[config.mk]
export PLATFORM = sky130hd
export DESIGN_NAME = mux_rr_arbiter_flat
export DESIGN_NICKNAME = d
export VERILOG_FILES = /design/src/rtl/mux_rr_arbiter_if.sv /design/src/rtl/mux_rr_arbiter.sv /design/src/flat_wrapper.sv
export SDC_FILE = /design/constraint.sdc
export NUM_CORES = 1
export LEC_CHECK = 0
export CORE_MARGIN = 2
export CORE_UTILIZATION = 35
export CTS_CLUSTER_DIAMETER = 80
export DETAILED_ROUTE_END_ITERATION = 6
export GPL_TIMING_DRIVEN = 0
export PLACE_DENSITY = 0.5
export SETUP_SLACK_MARGIN = 0.4
export SLEW_MARGIN = 20
export SYNTH_ARGS = -nofsm -noshare
export SYNTH_HDL_FRONTEND = slang
export SYNTH_SLANG_ARGS = --single-unit
[constraint.sdc]
create_clock -name clk -period 2.75 [get_ports clk]
set_input_delay 0.55 -clock clk [delete_from_list [all_inputs] [get_ports clk]]
set_output_delay 0.55 -clock clk [all_outputs]
set_load 0.02 [all_outputs]
[src/rtl/mux_rr_arbiter_if.sv]
// Request/grant bundle between four requesters and the round-robin arbiter.
// The arbiter's sel output also drives the select pins of the shared mux_4x1.
interface mux_rr_arbiter_if;
    logic       en;
    logic [3:0] req;
    logic [3:0] gnt;
    logic [1:0] sel;
    logic       busy;

    modport master (output en, output req, input gnt, input sel, input busy);
    modport slave  (input en, input req, output gnt, output sel, output busy);
endinterface

[src/rtl/mux_rr_arbiter.sv]
// Round-robin owner sequencer for a shared 4:1 mux with a bounded hold time.
// All outputs are registered, so there is no combinational path from req to gnt.
module mux_rr_arbiter #(
    parameter int unsigned MAX_HOLD = 8
) (
    input logic             clk,
    input logic             rst_n,
    mux_rr_arbiter_if.slave bus
);

    typedef enum logic {IDLE, GRANT} state_t;

    localparam logic [7:0] HOLD_LAST = 8'(MAX_HOLD - 1);

    state_t     state;
    logic [7:0] hold_cnt;
    logic [1:0] ptr;

    logic [3:0] others;
    logic [1:0] pick_all;
    logic [1:0] pick_other;
    logic [1:0] new_owner;
    logic       do_grant;
    logic       to_idle;

    // First set bit of r, scanning from start upward modulo 4; start if none.
    function automatic logic [1:0] pick(input logic [3:0] r, input logic [1:0] start);
        logic [1:0] idx;
        pick = start;
        for (int k = 3; k >= 0; k--) begin
            idx = start + 2'(k);
            if (r[idx]) pick = idx;
        end
    endfunction

    assign others     = bus.req & ~bus.gnt;
    assign pick_all   = pick(bus.req, ptr);
    assign pick_other = pick(others, ptr);

    always_comb begin
        // NOTE: every output gets a default before the case, so no path leaves one unassigned and no latch is inferred.
        do_grant  = 1'b0;
        to_idle   = 1'b0;
        new_owner = pick_all;
        case (state)
            IDLE: do_grant = bus.en && (|bus.req);
            GRANT: begin
                if (!bus.en) begin
                    to_idle = 1'b1;
                end else if (!bus.req[bus.sel]) begin
                    // Voluntary release hands straight to the next requester, no idle bubble.
                    do_grant = |bus.req;
                    to_idle  = ~(|bus.req);
                end else if (hold_cnt == HOLD_LAST && (|others)) begin
                    do_grant  = 1'b1;
                    new_owner = pick_other;
                end
            end
            default: to_idle = 1'b1;
        endcase
    end

    // NOTE: reset is asynchronous, so outputs clear the moment rst_n falls, even mid-grant.
    always_ff @(posedge clk or negedge rst_n) begin
        if (!rst_n) begin
            state    <= IDLE;
            bus.gnt  <= 4'b0000;
            bus.sel  <= 2'b00;
            bus.busy <= 1'b0;
            hold_cnt <= 8'd0;
            ptr      <= 2'd0;
        end else if (do_grant) begin
            // NOTE: non-blocking assignments let every register see pre-edge values, whatever the statement order.
            state    <= GRANT;
            bus.gnt  <= 4'b0001 << new_owner;
            bus.sel  <= new_owner;
            bus.busy <= 1'b1;
            hold_cnt <= 8'd0;
            ptr      <= new_owner + 2'd1;
        end else if (to_idle) begin
            state    <= IDLE;
            bus.gnt  <= 4'b0000;
            bus.busy <= 1'b0;
        end else if (state == GRANT && hold_cnt != HOLD_LAST) begin
            // Saturate so a late competitor triggers rotation on its first edge.
            hold_cnt <= hold_cnt + 8'd1;
        end
    end

endmodule

[src/flat_wrapper.sv]
// flat-port wrapper written by rule: the top's interface ports become plain ports
module mux_rr_arbiter_flat 
#(
    parameter int unsigned MAX_HOLD = 8
)
  (clk, rst_n, bus_en, bus_req, bus_gnt, bus_sel, bus_busy);
  mux_rr_arbiter_if bus_i ();
  input logic clk;
  input logic rst_n;
  input wire logic [$bits(bus_i.en)-1:0] bus_en;
  input wire logic [$bits(bus_i.req)-1:0] bus_req;
  output wire logic [$bits(bus_i.gnt)-1:0] bus_gnt;
  output wire logic [$bits(bus_i.sel)-1:0] bus_sel;
  output wire logic [$bits(bus_i.busy)-1:0] bus_busy;
  assign bus_i.en = bus_en;
  assign bus_i.req = bus_req;
  assign bus_gnt = bus_i.gnt;
  assign bus_sel = bus_i.sel;
  assign bus_busy = bus_i.busy;
  mux_rr_arbiter #(.MAX_HOLD(MAX_HOLD)) u_core (.clk(clk), .rst_n(rst_n), .bus(bus_i));
endmodule
==> impl_summary.log <==
[metrics] delay of the slowest critical-path stage: 0.46 ns
[metrics] portion of the clock cycle consumed by the worst path in the final layout: 0.888
[metrics] global placer's final weighted congestion: 0.808
[metrics] finished layout cell area: about 0.0016 mm²
[metrics] clk_lat worst skew: 0.30 ns
[metrics] cells along the critical path: ha_4 -> or4b_4 -> or3_4 -> nor4b_4 -> o31ai_2 -> o22a_2 -> a22o_1
[metrics] Critical Path Source Type: register
[metrics] clk root buf: sky130_fd_sc_hd__clkbuf_4
[metrics] relative contribution of combinational cells to total power: 0.545
[metrics] wire length of the first global-routing pass: 4940 µm
[metrics] sequential share of the synthesized area: 0.360
[metrics] number of design-rule violations left by the first detailed-router iteration: 49
[metrics] clock network power share: 0.126
[metrics] capture point of the worst reg-to-reg path: u_core.bus.gnt[2]
[metrics] total number of vias: 1,109
[metrics] number of enable-type register cells in the synthesized netlist: 0
[metrics] number of warnings printed during yosys synthesis: 0
[metrics] GR peak layer: met1
[metrics] placed cell area: roughly 0.0014 mm²
[metrics] worst-case register-to-register setup slack: 0.31 ns
[metrics] internal power: 628 µW
[metrics] Slew Limit Headroom: 0.444
[metrics] slew at the pin with the worst max-slew slack: 0.831 ns
[metrics] H-Tree Level Count: 1
[metrics] post-synthesis cell count: 128
[metrics] met1 capacity usage during global routing: 0.270
[metrics] total grt overflow: 0
[metrics] final hold slack: 0.567 ns
[metrics] DRT Pass-1 Iters: 4
[metrics] number of stages on the worst hold path: 1
[metrics] antenna cells: 0
[metrics] unrepaired setup endpoints after global routing: true
[metrics] placeable core region: 0.00328 mm²
[metrics] clock sink count: 17
[metrics] area added between synthesis and finish: 35.1%
[metrics] Total Die Area: 0.00386 mm²
[metrics] DRC violation count after routing: 0
[metrics] post-detailed-routing wire length: around 3000 µm
[metrics] worst hold path endpoint: u_core.bus.sel[1]
[metrics] min-delay src: u_core.bus.sel[1]
[metrics] Net Count, Synth: 136
[metrics] Vert. Die Dim: 62.1 µm
[metrics] Finished Core Util: 0.486
[metrics] static leakage power: 0.000641 µW
[metrics] Max Freq: 409 MHz
[metrics] number of distinct library cells after synthesis: 47
[metrics] Main synth FF type: sky130_fd_sc_hd__dfrtp_1
[metrics] post-layout min period: 2.44 ns
[metrics] total I/O pin count: 14
[metrics] classification of the worst-slack hold path: reg2reg
[metrics] Worst Path Class, Setup: reg2reg
[metrics] largest net degree at the start of global routing: 18
[metrics] outcome: finished, final reports clean
[metrics] met2 Usage GRT: 0.244
[metrics] TritonCTS clock tree: built
[metrics] total of endpoints with negative setup slack in the final report: 0
[metrics] R2R Path Start: u_core.hold_cnt[1]
[metrics] via count of the first global-routing pass: between 1,000 and 1,500
[metrics] max-slew violation count: 0
[metrics] net switching fraction of the power: 0.429
[metrics] total number of nets in the final design: 160
[metrics] number of violations of the max-capacitance limit: 0
[metrics] number of antenna-violating nets in the routed design: 0
[metrics] arrival time of the worst setup path: approximately 2.6 ns
[metrics] Detailed Place HPWL: 2050 µm
[metrics] mean number of vias per cell: between 5 and 6
[metrics] DIE WIDTH: 62.1 µm
[metrics] maximum resistive drop on vdd: 0.412 mV
[metrics] Reg2Reg Depth: 7
[metrics] Critical Path RT: 2.93 ns
[metrics] antenna violations before repair: 0
[metrics] Critical-path top delay cell: sky130_fd_sc_hd__or4b_4
[metrics] Bufs on Longest Clock Path: 2
[metrics] IO Port Bufs: 12
[metrics] detail-routed net length per standard cell: around 15 µm
[metrics] Setup crit end kind: register
[metrics] switching power of the nets: 472 µW
[metrics] clock transition time at the flip-flop clock pins of the worst setup and hold paths: around 0.1 ns
[metrics] initial core utilization: 0.360
[metrics] fraction of met3 tracks used by global routing: 0.0269
[metrics] Final Hold Vio Count: 0
[metrics] Clock Skew: 0.0103 ns
[metrics] sequential cell fraction of total power: 0.329
[metrics] global-route total usage across every layer: 0.177
[metrics] CTS Buf Count: 3
[metrics] power per unit of standard cell area: between 600 and 700 mW/mm²
[metrics] Mean Syn Cell Area: around 9.2 µm²
[metrics] post-synthesis cell area: 0.00118 mm²
[metrics] crit-path max FO: 4
[metrics] number of placement rows: 21
[metrics] share of flip-flops with an asynchronous set or reset: 1.00
[metrics] share of final-layout standard cells stronger than drive strength 1: 0.252
[metrics] Synth Register Bits: 17
[metrics] Overall Power: 1100 µW
[synthesized netlist by cell type (2+ instances only)]
| cell type | instances | area share |
|---|---|---|
| sky130_fd_sc_hd__inv_1 | 3 | 0.0095 |
| sky130_fd_sc_hd__nor4_2 | 2 | 0.021 |
| sky130_fd_sc_hd__clkbuf_1 | 3 | 0.0095 |
| sky130_fd_sc_hd__a21oi_1 | 3 | 0.013 |
| sky130_fd_sc_hd__mux2i_1 | 2 | 0.017 |
| sky130_fd_sc_hd__a22o_1 | 5 | 0.037 |
| sky130_fd_sc_hd__nand2_1 | 9 | 0.029 |
| sky130_fd_sc_hd__nor2b_1 | 8 | 0.042 |
| sky130_fd_sc_hd__xor2_1 | 5 | 0.037 |
| sky130_fd_sc_hd__and2_1 | 2 | 0.011 |
| sky130_fd_sc_hd__nand4_1 | 4 | 0.021 |
| sky130_fd_sc_hd__o21a_1 | 3 | 0.019 |
| sky130_fd_sc_hd__dfrtp_1 | 17 | 0.36 |
| sky130_fd_sc_hd__o21ai_0 | 7 | 0.030 |
| sky130_fd_sc_hd__nand3_1 | 6 | 0.025 |
| sky130_fd_sc_hd__nor2_1 | 13 | 0.041 |
| sky130_fd_sc_hd__nor3_1 | 4 | 0.017 |
| sky130_fd_sc_hd__and3_1 | 2 | 0.011 |
| sky130_fd_sc_hd__nand2b_1 | 2 | 0.011 |
[layout by cell type, fill, tap and decap left out, drive strengths merged, types with 2 or more instances in the layout]
cell type	synthesis	layout
dfrtp	17	17
nor2	13	13
clkdlybuf4s50	0	9
nand2	9	9
buf	2	9
o21ai	9	9
nor2b	8	8
clkbuf	3	7
nand3	6	6
a22o	5	5
xor2	5	5
nor3	4	4
nand4	4	4
inv	4	4
o21a	3	3
dlymetal6s2s	0	3
a21oi	3	3
or4b	2	2
nor4	2	2
nand2b	2	2
and3	2	2
and2	2	2
mux2i	2	2
[cells by family (layout without fill, tap and decap cells)]
family / Yosys count / in the layout / share of synthesized area
AOI/OAI and AO/OA: 33 / 33 / 0.214
xor gates and xnor gates: 5 / 5 / 0.0371
adders and majority gates: 1 / 1 / 0.0106
buffers and inverters: 9 / 32 / 0.0381
DFF: 17 / 17 / 0.360
muxes: 3 / 3 / 0.0360
and+or+nand+nor: 60 / 60 / 0.304
[what timing repair did]
item | 4_1_cts | 5_1_grt
setup endpoints to repair | 10 | 15
hold endpoints to repair | 0 | 0
buffers inserted | 6 | 1
gates resized for setup | 12 | 21
hold buffers | 0 | 0
pin swaps | 6 | 10
[sequential cells by signal, summed over array words and instances (netlist names)]
register,cells
u_core.bus.busy,1
u_core.bus.gnt,4
u_core.bus.sel,2
u_core.hold_cnt,8
u_core.ptr,2
[worst max-delay path: cells and delay by family (launching register included)]
kind,cells,cell delay [ns]
compound gates,3,0.60
flops,1,0.43
fa+ha+maj,1,0.16
simple gates,3,1.14
[layout make-up]
| type | instances | area (µm²) |
|---|---|---|
| Tap cell | 46 | 57.6 |
| Timing Repair Buffer | 19 | 193 |
| Clock buffer | 4 | 26.3 |
| Inverter | 4 | 15.0 |
| Fill cell | 319 | 1690 |
| Multi-Input combinational cell | 102 | 848 |
| Buffer | 5 | 30.0 |
| Sequential cell | 17 | 425 |
[power by group through the flow]
stage	Clock (µW)	Combinational [µW]	Sequential (µW)
finish	138	600	362
global route	154	660	370
floorplan	0	313	390
detailed placement	0	512	362
CTS	142	572	360
global placement	0	509	359
[metrics by stage]
stage	setup slack [ns]	instances	setup TNS, ns
2_1_floorplan	0.392	128	0
3_5_place_dp	-0.0732	186	-0.115
3_3_place_gp	-0.0665	186	-0.0734
6_report	0.307	197	0
5_1_grt	0.207	197	0
4_1_cts	0.295	196	0
[worst max path at each step]
stage	startpoint	end	slack (ns)	cells past startpoint
2_1_floorplan	u_core.hold_cnt[0]	u_core.bus.gnt[2]	0.39	7
3_3_place_gp	bus_req[0]	u_core.ptr[1]	-0.07	8
3_5_place_dp	bus_req[0]	u_core.ptr[1]	-0.07	8
4_1_cts	u_core.hold_cnt[1]	u_core.ptr[1]	0.30	8
5_1_grt	u_core.hold_cnt[1]	u_core.bus.gnt[2]	0.21	7
6_report	u_core.hold_cnt[1]	u_core.bus.gnt[2]	0.31	7
[layer usage]
layer  wire (µm)  share of wire  vias up
li1            -              -      531
met1        1550           0.51      546
met2        1340           0.44       26
met3          88          0.029        6
met4          65          0.021        0
met5           0              0        -
(Power assumes the default switching activity.)
